--- src/rtl/keep_talking_pkg.sv ---
// Shared definitions for the bomb-game control blocks: arbiter state encodings, system clock rate.
// Latency: n/a (types and constants only).
// Backpressure: n/a.
package keep_talking_pkg;

   localparam int CLK_HZ = 27000000;

   typedef enum logic [1:0] {
      ARB_IDLE    = 2'b00,
      ARB_ISSUE   = 2'b01,
      ARB_HOLDOFF = 2'b10,
      ARB_HALT    = 2'b11
   } arb_state_t;

endpackage

--- src/rtl/strike_arbiter_rr_pick.sv ---
// Round-robin picker: first set bit of req at or after ptr, wrapping to the lowest set bit.
// Latency: purely combinational.
// Backpressure: none; the caller decides whether to act on the pick.
// Ports: req (request vector), ptr (search start), vld (any request), idx (chosen index).
module rr_pick #(
   parameter int N = 6,
   parameter int W = 3
) (
   input  logic [N-1:0] req,
   input  logic [W-1:0] ptr,
   output logic         vld,
   output logic [W-1:0] idx
);

   logic         any_hit;
   logic         hi_hit;
   logic [W-1:0] any_idx;
   logic [W-1:0] hi_idx;

   // Walk downwards so the last assignment wins, leaving the lowest matching
   // index. hi_* covers positions at/after ptr; any_* is the wrap-around fallback.
   always_comb begin
      any_hit = 1'b0;
      hi_hit  = 1'b0;
      any_idx = '0;
      hi_idx  = '0;
      for (int i = N - 1; i >= 0; i--) begin
         if (req[i]) begin
            any_hit = 1'b1;
            any_idx = W'(i);
            if (W'(i) >= ptr) begin
               hi_hit = 1'b1;
               hi_idx = W'(i);
            end
         end
      end
      vld = any_hit;
      idx = hi_hit ? hi_idx : any_idx;
   end

endmodule

--- src/rtl/strike_arbiter.sv ---
// Serialises puzzle-module strike requests into single, spaced strike pulses (round-robin fair).
// Latency: request edge in cycle t -> pending in t+1 -> strike_out in t+2 (from IDLE).
// Backpressure: one outstanding request per module; further rises absorbed until it issues.
// Ports: clock, reset (sync, active-high), armed, exploded, mod_strike[NUM_MODULES-1:0] in;
//        strike_out, strike_src[ID_W-1:0], pending[NUM_MODULES-1:0], busy out.
// Optional: define STRIKE_BUZZER_EN to add parameter BUZZ_CYCLES and output buzzer.
module strike_arbiter
   import keep_talking_pkg::*;
#(
   parameter int NUM_MODULES    = 6,
   parameter int HOLDOFF_CYCLES = 13500000,
`ifdef STRIKE_BUZZER_EN
   parameter int BUZZ_CYCLES    = 2700000,
`endif
   parameter int ID_W           = 3
) (
   input  logic                   clock,
   input  logic                   reset,
   input  logic                   armed,
   input  logic                   exploded,
   input  logic [NUM_MODULES-1:0] mod_strike,
   output logic                   strike_out,
   output logic [ID_W-1:0]        strike_src,
   output logic [NUM_MODULES-1:0] pending,
`ifdef STRIKE_BUZZER_EN
   output logic                   buzzer,
`endif
   output logic                   busy
);

   // Counter only ever holds HOLDOFF_CYCLES-1 down to 0.
   localparam int CNT_W = (HOLDOFF_CYCLES > 1) ? $clog2(HOLDOFF_CYCLES) : 1;

   arb_state_t             state, state_nxt;
   logic [NUM_MODULES-1:0] prev;
   logic [NUM_MODULES-1:0] req_rise;
   logic [NUM_MODULES-1:0] set_mask;
   logic [NUM_MODULES-1:0] clr_mask;
   logic [NUM_MODULES-1:0] pending_nxt;
   logic [ID_W-1:0]        ptr;
   logic [CNT_W-1:0]       cnt;
   logic                   pick_vld;
   logic [ID_W-1:0]        pick_idx;
   logic                   sel_go;

   assign req_rise = mod_strike & ~prev;

   rr_pick #(
      .N (NUM_MODULES),
      .W (ID_W)
   ) u_pick (
      .req (pending),
      .ptr (ptr),
      .vld (pick_vld),
      .idx (pick_idx)
   );

   always_comb begin
      state_nxt = state;
      sel_go    = 1'b0;
      case (state)
         ARB_IDLE: begin
            if (exploded) begin
               state_nxt = ARB_HALT;
            end else if (armed && pick_vld) begin
               sel_go    = 1'b1;
               state_nxt = ARB_ISSUE;
            end
         end
         ARB_ISSUE: begin
            // The pulse for this cycle is already on the output; explosion only
            // redirects where we go next.
            state_nxt = exploded ? ARB_HALT : ARB_HOLDOFF;
         end
         ARB_HOLDOFF: begin
            if (exploded) begin
               state_nxt = ARB_HALT;
            end else if (cnt == '0) begin
               state_nxt = ARB_IDLE;
            end
         end
         ARB_HALT: begin
            state_nxt = ARB_HALT;
         end
         default: begin
            state_nxt = ARB_IDLE;
         end
      endcase
   end

   // A new rise on the module being selected this cycle survives the clear:
   // set is OR-ed in after the clear mask. Entering or sitting in HALT wipes everything.
   always_comb begin
      set_mask    = (armed && (state != ARB_HALT)) ? req_rise : '0;
      clr_mask    = sel_go ? (NUM_MODULES'(1) << pick_idx) : '0;
      pending_nxt = (pending & ~clr_mask) | set_mask;
      if (state_nxt == ARB_HALT) begin
         pending_nxt = '0;
      end
   end

   always_ff @(posedge clock) begin
      if (reset) begin
         state      <= ARB_IDLE;
         prev       <= '0;
         pending    <= '0;
         ptr        <= '0;
         cnt        <= '0;
         strike_src <= '0;
      end else begin
         state   <= state_nxt;
         prev    <= mod_strike;
         pending <= pending_nxt;
         if (sel_go) begin
            strike_src <= pick_idx;
            ptr        <= (pick_idx == ID_W'(NUM_MODULES - 1)) ? '0 : pick_idx + ID_W'(1);
         end
         if (state == ARB_ISSUE) begin
            cnt <= CNT_W'(HOLDOFF_CYCLES - 1);
         end else if ((state == ARB_HOLDOFF) && (cnt != '0)) begin
            cnt <= cnt - CNT_W'(1);
         end
      end
   end

   // Both decoded straight from the state register, so they are glitch-free
   // registered outputs.
   assign strike_out = (state == ARB_ISSUE);
   assign busy       = (state == ARB_ISSUE) || (state == ARB_HOLDOFF);

`ifdef STRIKE_BUZZER_EN
   localparam int BZ_W = $clog2(BUZZ_CYCLES + 1);

   logic [BZ_W-1:0] buzz_cnt;

   // Loaded on the edge that enters ISSUE so buzzer rises together with
   // strike_out; a new strike simply reloads it.
   always_ff @(posedge clock) begin
      if (reset) begin
         buzz_cnt <= '0;
      end else if (sel_go) begin
         buzz_cnt <= BZ_W'(BUZZ_CYCLES);
      end else if (buzz_cnt != '0) begin
         buzz_cnt <= buzz_cnt - BZ_W'(1);
      end
   end

   assign buzzer = (buzz_cnt != '0) || (state == ARB_HALT);
`endif

endmodule

--- config.mk ---
export PLATFORM = sky130hd
export DESIGN_NAME = strike_arbiter
export DESIGN_NICKNAME = d
export VERILOG_FILES = /design/src/rtl/keep_talking_pkg.sv /design/src/rtl/strike_arbiter_rr_pick.sv /design/src/rtl/strike_arbiter.sv
export SDC_FILE = /design/constraint.sdc
export NUM_CORES = 1
export LEC_CHECK = 0
export ABC_CLOCK_PERIOD_IN_PS = 7300
export CAP_MARGIN = 25
export CORE_ASPECT_RATIO = 1.25
export CORE_MARGIN = 5
export CORE_UTILIZATION = 40
export CTS_BUF_LIST = sky130_fd_sc_hd__clkbuf_4 sky130_fd_sc_hd__clkbuf_8
export CTS_CLUSTER_SIZE = 25
export DETAILED_ROUTE_END_ITERATION = 6
export SLEW_MARGIN = 5
export SYNTH_ARGS = -nofsm -noshare
export SYNTH_HDL_FRONTEND = slang
export SYNTH_SLANG_ARGS = --single-unit
--- constraint.sdc ---
create_clock -name clock -period 7.3 [get_ports clock]
set_input_delay 1.825 -clock clock [delete_from_list [all_inputs] [get_ports clock]]
set_output_delay 1.825 -clock clock [all_outputs]
set_load 0.05 [all_outputs]
==> results of run 1 <==
[layer usage]
layer	vias to the layer above	wire, um	GRT usage
li1	937	-	-
met2	31	2480	0.254
met1	861	2100	0.164
met3	8	138	0.0272
met4	0	102	0.0569
met5	-	0	0
[final timing paths]
check                     start       endpoint  slack [ns]  depth (start not counted)
setup / recovery       state[0]           busy        3.59                          3
hold reg to reg   strike_src[1]  strike_src[1]        0.47                          2
setup reg to reg        cnt[12]     pending[1]        4.43                          6
hold / removal    strike_src[1]  strike_src[1]        0.47                          2
[state kept, by name, indices dropped and copies added (netlist names)]
register	flops
prev	6
ptr	3
cnt	24
state	2
pending	6
strike_src	3
[cell usage after synthesis (2+ instances only)]
cell      count  share of area
a21oi_1      30          0.069
a31oi_1       2         0.0057
a32oi_1       2         0.0080
and3b_1       2         0.0080
clkbuf_1      8          0.014
dfxtp_1      44           0.40
ha_1          6          0.034
inv_1         8          0.014
nand2_1      14          0.024
nand2b_1      6          0.017
nand3_1       7          0.016
nand3b_1      9          0.031
nand4b_1      2         0.0080
nor2_1       16          0.027
nor2b_1      10          0.029
nor3_1       12          0.027
nor3b_1       2         0.0069
nor4_1        5          0.014
o21ai_0       7          0.016
o41ai_1       2         0.0080
or2_2         2         0.0057
or4_1         4          0.014
xnor2_1      15          0.060
xor2_1        6          0.024
[cell families (layout without fill, tap and decap cells)]
logic type,Yosys count,after routing
flops,44,44
compound gates,63,63
simple gates,98,98
buf+inv,19,36
xor+xnor,21,21
fa+ha+maj,6,6
[worst min-delay path, cell delays in order, from the launching register on]
cell	delay (ns)
dfxtp_1	0.32
nand2_1	0.05
a21oi_1	0.06
[area by class of cell]
class | instances | area (um2) | area share
Sequential cell | 44 | 881 | 0.347
Clock inverter | 1 | 30.0 | 0.0118
Clock buffer | 5 | 68.8 | 0.0271
Timing Repair Buffer | 21 | 208 | 0.0818
Tap cell | 64 | 80.1 | 0.0315
Inverter | 9 | 33.8 | 0.0133
Multi-Input combinational cell | 188 | 1240 | 0.487
[layout by cell type (no fill, tap or decap), types with 2 or more instances in the layout]
master	instances
dfxtp_1	44
a21oi_1	30
clkdlybuf4s50_1	20
nor2_1	16
xnor2_1	15
nand2_1	14
nor3_1	12
nor2b_1	10
nand3b_1	9
inv_1	8
o21ai_0	7
nand3_1	7
nand2b_1	6
xor2_1	6
ha_1	6
nor4_1	5
clkbuf_8	5
or4_1	4
nand4b_1	2
a31oi_1	2
or2_2	2
and3b_1	2
a32oi_1	2
nor3b_1	2
o41ai_1	2
[metrics by stage]
| step | total power, uW | cells |
|---|---|---|
| 3_3_place_gp | 906 | 326 |
| 6_report | 1080 | 332 |
| 2_1_floorplan | 784 | 251 |
| 5_1_grt | 1160 | 332 |
| 3_5_place_dp | 907 | 326 |
| 4_1_cts | 1090 | 332 |
[report_power, final]
group | internal, uW | leakage, uW | switching, uW
sequential | 306 | 0.000362 | 67.1
clock | 98.2 | 0.0000501 | 76.6
combinational | 209 | 0.000479 | 322
total | 613 | 0.000890 | 466
==> results.md, run 1 <==
* Status: finished, final reports clean
* Final GP Congestion at 0.915
* Cell Pwr Density at about 420 nW/um2
* CP delay by family, top: buffers and inverters
* Boundary pin count at 21
* RSZ-0062 raised after global routing: no
* Routed wire per std cell at roughly 15 um
* Diode count at 0
* Place WS at 3.39 ns
* Synth Area in Adders at 0.0343
* Buffer count from post-CTS setup fixing at 0
* CTS root buf: clkbuf_8
* Yosys warns at 0
* CTS buffer count at 5
* Final min period at ~3.7 ns
* Vias in the first global route at between 1500 and 2000
* Mean number of vias per cell at about 5.5
* Post-CTS Resized at 0
* Grt total ovfl at 0
* Maximum clock rate at 0.270 GHz
* Number of synthesized flops with an enable pin at 0
* Die height at 92.7 um
* Layout area overhead at 15.9%
* Row count at 30
* Hold Crit Class: reg -> reg
* Initial DRT Pass Iterations at 4
* Critical path required time at 5.48 ns
* Initial antenna violation count at 0
* Largest family of logic cells by synthesized area: simple AND/OR/NAND/NOR gates
* Clock tree from TritonCTS: built
* Clk_lat worst skew at 0.29 ns
* Crit start category: flop
* Worst hold slack at around 0.47 ns
* CP endpoint kind: primary output
* Final setup margin at 3.59 ns
* Setup violators final at 0
* Worst path bufs/invs at 2
* Net count, final at 285
* Arr. time, crit path at 1.88 ns
* Post-DP Area at around 2400 um2
* Detailed-route via count at 1837
* GRT Total Usage at 0.142
* # DRC at 0
* Worst Setup Path Type: reg -> out
* Initial Util at 0.408
* Simple-Gate Fraction of Synth Area at 0.254
* Max-slew headroom at 0.502
* CTS max path bufs at 2
* CP Max Fanout at 4
* Highest cell delay on the worst timing path at 0.79 ns
* Setup TNS at 0 ns
* Post-route cell area at roughly 2500 um2
* Largest net degree at the start of global routing at 37
* Compound-Gate Fraction of Synth Area at 0.192
* Hold Vio Cnt, Final at 0
* Port buffer count at 20
* Total Wirelength at 4.82 mm
* Main flop type after synthesis: dfxtp_1
* Slew @ Worst Pin at 0.747 ns
* H-tree depth at 2
* Worst vdd ir at 0.181 mV
* Leakage at 0.000890 uW
* Finished Core Util at 0.473
* Initial DRC Count at 45
* Die W at 76.2 um
* Syn Inst Count at 251
* Fillers at 545
* Sequential cell area fraction in the yosys report at 0.402
* Maxcap violations at 0
* Core ar. at around 5400 um2
* Clock Sinks at 44
* HPWL Detailed at 3.51 mm
* Post-synthesis mux area share at 0
* First-pass GRT wire length at around 8.4 mm
* Async S/R FF share, synth at 0
* Post-synth cell types at 54
* Synth Register Bits at 44
* Slowest stage cell, crit path: clkdlybuf4s50_1
* Xor and xnor fraction of the mapped netlist area at 0.0840
* Fraction of layout cells with a size suffix above 1 at 0.0560
* Syn nets at about 270
* Final period utilization at 0.508
* Clock skew at about 0.0063 ns
* Remaining antenna violation count at 0
* Die ar. at 7070 um2
* Mean post-synth cell area at 8.73 um2
* Reg clk slew, reported paths at 0.08 ns
* Max Slew Vio Count at 0
* Hold buffer count at CTS at 0
* Post-Syn Area at 2190 um2
* Crit-path cells: inv_1 > ha_1 > clkdlybuf4s50_1
Note: power is estimated with default switching activity, not from simulation.
==> run 2: changes to the inputs <==
ABC_CLOCK_PERIOD_IN_PS = 3900   (was 7300)
clock period = 3.9 ns   (was 7.3 ns; I/O delays follow)
==> run 2 against run 1 <==
Worst setup slack worse by 2.6 ns. Clock power increased by 55%. Register-to-register slack worse by 3.3 ns. Sequential share of layout area grew 0.24 points. Clock-buffer cell count is the same. Die area stayed put. First-iteration DRC count rose by 58%. Critical path type unchanged. Largest cell class unchanged.
==> results.md, run 2 (same netlist as run 1, synthesis figures left out) <==
* Capture point of the worst path: busy (unchanged)
* Worst Setup Path Type: reg -> out (unchanged)
* Die W at 76.2 um (unchanged)
* Initial Util at 0.408 (unchanged)
* Crit start category: flop (unchanged)
* Layout area overhead at 15.1% (was 15.9%)
* Buffer count from post-CTS setup fixing at 0 (unchanged)
* Grt total ovfl at 0 (unchanged)
* Flop2flop setup slack at 1.11 ns (was 4.43 ns)
* RSZ-0062 raised after global routing: no (unchanged)
* Clock tree from TritonCTS: built (unchanged)
* Most common cell after layout, fill and taps aside: dfxtp_1 (unchanged)
* Worst vdd ir at 0.291 mV (was 0.181 mV)
* Status: finished, final reports clean (unchanged)
* Maxcap violations at 0 (unchanged)
* Detailed-route via count at 1874 (was 1837)
* Diode count at 0 (unchanged)
* Most frequent cells in the layout: dfxtp_1 (44), a21oi_1 (30), clkdlybuf4s50_1 (20) (unchanged)
* Biggest registers after layout: cnt (24), pending (6), prev (6) (unchanged)
* Leakage at 0.000880 uW (was 0.000890 uW)
* Clk_lat worst skew at 0.30 ns (was 0.29 ns)
* Largest net degree at the start of global routing at 36 (was 37)
* CP endpoint kind: primary output (unchanged)
* CP Max Fanout at 4 (unchanged)
* Max Slew Vio Count at 0 (unchanged)
* Critical path required time at 2.92 ns (was 5.48 ns)
* Hold Crit Class: reg -> reg (unchanged)
* # DRC at 0 (unchanged)
* Clock Sinks at 44 (unchanged)
* Worst hold slack at 0.471 ns (was 0.472 ns)
* Row count at 30 (unchanged)
* Number of flip-flops in the largest register at 24 (unchanged)
* Hold buffer count at CTS at 0 (unchanged)
* Place WS at 0.839 ns (was 3.39 ns)
* Total Wirelength at 4.83 mm (was 4.82 mm)
* Reg clk slew, reported paths at 0.08 ns (about the same)
* Die ar. at 7070 um2 (unchanged)
* First-pass GRT wire length at 8.20 mm (was 8.36 mm)
* CTS buffer count at 5 (unchanged)
* Final period utilization at 0.736
* H-tree depth at 2 (unchanged)
* HPWL Detailed at 3.45 mm (was 3.51 mm)
* GRT Total Usage at 0.141 (was 0.142)
* CTS root buf: clkbuf_8 (unchanged)
* Fraction of layout cells with a size suffix above 1 at 0.0595 (was 0.0560)
* Biggest register: cnt (unchanged)
* Maximum clock rate at 0.349 GHz
* Net count, final at 285 (unchanged)
* Initial DRC Count at 71 (was 45)
* Port buffer count at 20 (unchanged)
* Finished Core Util at 0.470 (was 0.473)
* Worst Setup SP: state[0] (unchanged)
* Cell Pwr Density at 777 nW/um2 (was 425 nW/um2)
* Post-CTS Resized at 0 (unchanged)
* WHS Path Cells at 2 (unchanged)
* Final setup margin at 1.03 ns (was 3.59 ns)
* Reg area at 881 um2 (unchanged)
* Worst reg2reg startpoint: cnt[12] (unchanged)
* Final min period at between 2 and 3 ns
* Boundary pin count at 21 (unchanged)
* Die height at 92.7 um (unchanged)
* Mean number of vias per cell at 5.63 (was 5.53)
* Arr. time, crit path at 1.89 ns (was 1.88 ns)
* Fillers at 537 (was 545)
* Max-slew headroom at 0.529 (was 0.502)
* Multi-input gate area at 1240 um2 (unchanged)
* Initial antenna violation count at 0 (unchanged)
* CTS max path bufs at 2 (unchanged)
* Vias in the first global route at 1826 (was 1820)
* Final GP Congestion at 0.947 (was 0.915)
* Core ar. at 5370 um2 (unchanged)
* Path depth of the worst reg2reg path at 6 (unchanged)
* Slew @ Worst Pin at 0.699 ns (was 0.747 ns)
* Clock skew at 0.0102 ns (was 0.00628 ns)
* Setup violators final at 0 (unchanged)
* Setup TNS at 0 ns (unchanged)
* End of the worst register-to-register path: pending[1] (unchanged)
* Routed wire per std cell at 14.5 um (about the same)
* Hold Vio Cnt, Final at 0 (unchanged)
* Initial DRT Pass Iterations at 5 (was 4)
* Remaining antenna violation count at 0 (unchanged)
## run 2: changes by cell type in the layout (fill, tap and decap cells not counted)
cell,previous run,this run
clkinvlp_4,0,1
bufinv_16,1,0
clkinv_2,0,1
## run 2: how the worst min path moves through the flow
stage	endpoint	startpoint	slack, ns
after floorplan	cnt[5]	cnt[5]	0.45
after global placement	cnt[5]	cnt[5]	0.46
after detailed placement	strike_src[1]	strike_src[1]	0.45
after CTS	strike_src[1]	strike_src[1]	0.47
after global routing	strike_src[1]	strike_src[1]	0.49
final	strike_src[1]	strike_src[1]	0.47
## run 2: worst max-delay path, cell delays in order, from the launching register on
cell,delay [ns]
dfxtp_1,0.41
inv_1,0.10
ha_1,0.29
clkdlybuf4s50_1,0.80
## run 2: power breakdown
group	switching, uW	leakage, uW	internal (uW)	total [uW]
registers	124	0.000362	574	697
clock network	150	0.0000400	121	271
logic	599	0.000479	392	991
## run 2: layout make-up
cell class	instances	area share
clock buffer	5	0.0273
clock inverter	2	0.00496
inverter	9	0.0134
multi-input combinational	188	0.491
sequential	44	0.349
tap	64	0.0318
timing repair buffer	21	0.0824
## run 2: through the flow
stage | total power (uW) | cell area [um2] | instances
detailed placement | 1700 | 2440 | 326
global placement | 1700 | 2440 | 326
floorplan | 1470 | 2190 | 251
CTS | 1980 | 2520 | 333
finish | 1960 | 2520 | 333
global route | 2130 | 2520 | 333
## run 2: metal layers
layer | vias up | GRT usage | routed length [um]
li1 | 939 | - | -
met1 | 883 | 0.158 | 2110
met2 | 39 | 0.246 | 2420
met3 | 13 | 0.0360 | 171
met4 | 0 | 0.0729 | 119
met5 | - | 0 | 0
==> run 3: changes to the inputs <==
ABC_CLOCK_PERIOD_IN_PS = 2300   (was 3900)
clock period = 2.3 ns   (was 3.9 ns; I/O delays follow)
==> run 3 against run 2 <==
The flow now finishes with violations (setup timing). Die area unchanged. Clock power up 150%. Utilization up 6.1 points. Critical path type is now reg -> reg. Total power up 100%. Final cell count up 8.4%. Largest power group unchanged. Sequential share of layout area down 3.9 points. Global-route usage up 1.0 points. Worst hold slack worse by 0.016 ns. Via count up 4.7%. Largest cell class unchanged.
==> results.md, run 3 (same netlist as run 1, synthesis figures left out) <==
* Status: finished, violations left (was finished, final reports clean)
* Failing checks: setup timing
* RSZ-0062 raised after global routing: yes (was no)
* Final setup margin at -0.0929 ns (was 1.03 ns)
* Path depth of the worst reg2reg path at 6 (unchanged)
* Hold buffer count at CTS at 0 (unchanged)
* CP Max Fanout at 6 (was 4)
* Fillers at 525 (was 537)
* Beginning of the worst hold path: strike_src[2] (was strike_src[1])
* WHS Path Cells at 2 (unchanged)
* Net Switching at 1620 uW (was 873 uW)
* Multi-input gate area at 1300 um2 (was 1240 um2)
* Mean number of vias per cell at 5.43 (was 5.63)
* Combinational power share at 0.536 (was 0.506)
* CTS root buf: clkbuf_8 (unchanged)
* Most common cell after layout, fill and taps aside: dfxtp_1 (unchanged)
* Critical path required time at 2.54 ns (was 2.92 ns)
* End of the worst register-to-register path: pending[1] (unchanged)
* Fraction of layout cells with a size suffix above 1 at 0.178 (was 0.0595)
* Final min period at 2.39 ns
* Worst path bufs/invs at 0 (was 2)
* Max Slew Vio Count at 0 (unchanged)
* Crit-path cells: or4_1 > or4_4 > o31a_1 > a221oi_4 > o21bai_4 > o21ba_1 (was inv_1 > ha_1 > clkdlybuf4s50_1)
* Grt total ovfl at 0 (unchanged)
* Maximum clock rate at 0.418 GHz
* Arr. time, crit path at 2.63 ns (was 1.89 ns)
* Clock tree from TritonCTS: built (unchanged)
* Placed Cells incl. Taps at 353 (was 326)
* Die ar. at 7070 um2 (unchanged)
* Reg area at 882 um2 (was 881 um2)
* Highest cell delay on the worst timing path at 0.53 ns (was 0.80 ns)
* Cell Pwr Density at 1380 nW/um2 (was 777 nW/um2)
* Core ar. at 5370 um2 (unchanged)
* Most frequent cells in the layout: dfxtp_1 (43), a21oi_1 (29), buf_4 (29) (was dfxtp_1 (44), a21oi_1 (30), clkdlybuf4s50_1 (20))
* Initial DRT Pass Iterations at 6 (was 5)
* Clock skew at 0.00715 ns (was 0.0102 ns)
* Detailed-route via count at 1962 (was 1874)
* CP endpoint kind: flop (was primary output)
* Initial antenna violation count at 0 (unchanged)
* Slew @ Worst Pin at 0.538 ns (was 0.699 ns)
* GRT Total Usage at 0.152 (was 0.141)
* Final GP Congestion at 0.951 (was 0.947)
* Die height at 92.7 um (unchanged)
* First-pass GRT wire length at 8.80 mm (was 8.20 mm)
* Remaining antenna violation count at 0 (unchanged)
* Switch share at 0.411 (was 0.445)
* Layout area overhead at 29.9% (was 15.1%)
* Routed wire per std cell at 14.4 um (was 14.5 um)
* Setup violators final at 15 (was 0)
* Vias in the first global route at 1972 (was 1826)
* Leakage at 0.00106 uW (was 0.000880 uW)
* Clk_lat worst skew at 0.29 ns (was 0.30 ns)
* Maxcap violations at 0 (unchanged)
* Power share of the clock group at 0.171 (was 0.138)
* Number of non-filler instances in the completed layout at 361 (was 333)
* Total Wirelength at 5.20 mm (was 4.83 mm)
* Slowest stage cell, crit path: or4_1 (was clkdlybuf4s50_1)
* CTS buffer count at 5 (unchanged)
* H-tree depth at 2 (unchanged)
* Number of flip-flops in the largest register at 24 (unchanged)
* Worst vdd ir at 0.979 mV (was 0.291 mV)
* Initial DRC Count at 66 (was 71)
* HPWL Detailed at 3.84 mm (was 3.45 mm)
* Diode count at 0 (unchanged)
* Worst reg2reg startpoint: cnt[21] (was cnt[12])
* Reg clk slew, reported paths at 0.08 ns (about the same)
* # DRC at 0 (unchanged)
* Hold Crit Class: reg -> reg (unchanged)
* Biggest registers after layout: cnt (24), pending (6), prev (6) (unchanged)
* CP delay by family, top: simple AND/OR/NAND/NOR gates (was buffers and inverters)
* Hold Vio Cnt, Final at 0 (unchanged)
* Boundary pin count at 21 (unchanged)
* Max-slew headroom at 0.639 (was 0.529)
* Worst Setup Path Type: reg -> reg (was reg -> out)
* Flop2flop setup slack at -0.09 ns (was 1.11 ns)
* Row count at 30 (unchanged)
* CTS max path bufs at 2 (unchanged)
* Crit start category: flop (unchanged)
* Biggest register: cnt (unchanged)
* Die W at 76.2 um (unchanged)
* Port buffer count at 20 (unchanged)
* Initial Util at 0.408 (unchanged)
* Net count, final at 313 (was 285)
* Int Pwr at 2320 uW (was 1090 uW)
* Setup TNS at -0.348 ns (was 0 ns)
* Hold worst-path end: strike_src[2] (was strike_src[1])
* Reg power frac at 0.292 (was 0.356)
* Clock Sinks at 44 (unchanged)
* Final period utilization at 1.04
* Largest net degree at the start of global routing at 24 (was 36)
==> run 3: cell count changes in the layout (fill, tap and decap cells not counted), moves of 2 or more <==
cell             before  now
buf_4                 1   29
buf_6                 0    2
bufinv_16             0    2
clkdlybuf4s50_1      20   18
nor4_1                5    3
nor4_2                0    2
==> run 3: repair_timing <==
action / in CTS / in global routing
pin swaps: 3 / 8
resized for setup: 0 / 13
endpoints found under the setup margin: 19 / 25
setup buffers: 1 / 1
==> run 3: layout make-up <==
| class | instances | area share |
|---|---|---|
| clock buffers | 5 | 0.0242 |
| clock inverters | 2 | 0.0211 |
| inverters | 9 | 0.0119 |
| multi-input cells | 188 | 0.457 |
| flip-flops and latches | 44 | 0.310 |
| well taps | 64 | 0.0281 |
| repair buffers | 49 | 0.148 |
==> run 3: worst register-to-register path, stage by stage (launching register included) <==
cell      delay [ns]
dfxtp_2         0.32
or4_1           0.53
or4_4           0.51
o31a_1          0.31
a221oi_4        0.34
o21bai_4        0.12
o21ba_1         0.22
==> run 3: stage by stage <==
| stage | total power, uW | hold slack [ns] | setup slack, ns | instance area, um2 | utilization |
|---|---|---|---|---|---|
| floorplan | 2530 | 0.448 | -0.101 | 2200 | - |
| global placement | 3120 | 0.445 | -0.118 | 2640 | 0.492 |
| detailed placement | 3120 | 0.451 | -0.141 | 2640 | 0.492 |
| CTS | 3840 | 0.462 | -0.0891 | 2780 | 0.517 |
| global route | 4230 | 0.485 | -0.158 | 2850 | 0.530 |
| finish | 3940 | 0.455 | -0.0929 | 2850 | 0.530 |
==> run 3: worst max-delay path by stage <==
stage | startpoint | end | slack (ns) | cells past startpoint
floorplan | cnt[21] | pending[1] | -0.10 | 7
global placement | armed | pending[2] | -0.12 | 7
detailed placement | armed | pending[2] | -0.14 | 7
CTS | cnt[21] | pending[1] | -0.09 | 6
global route | cnt[21] | pending[1] | -0.16 | 6
finish | cnt[21] | pending[1] | -0.09 | 6
==> run 3: power by group through the flow <==
stage	combinational (uW)	sequential, uW	clock [uW]
6_report	2110	1150	675
5_1_grt	2310	1180	739
4_1_cts	2000	1150	698
3_5_place_dp	1960	1160	0
3_3_place_gp	1960	1160	0
2_1_floorplan	1280	1250	0
==> run 3: layer usage <==
layer | global-route usage | part of all wire
met1 | 0.166 | 0.41
met4 | 0.0802 | 0.033
met5 | 0 | 0
met3 | 0.0399 | 0.048
met2 | 0.265 | 0.50
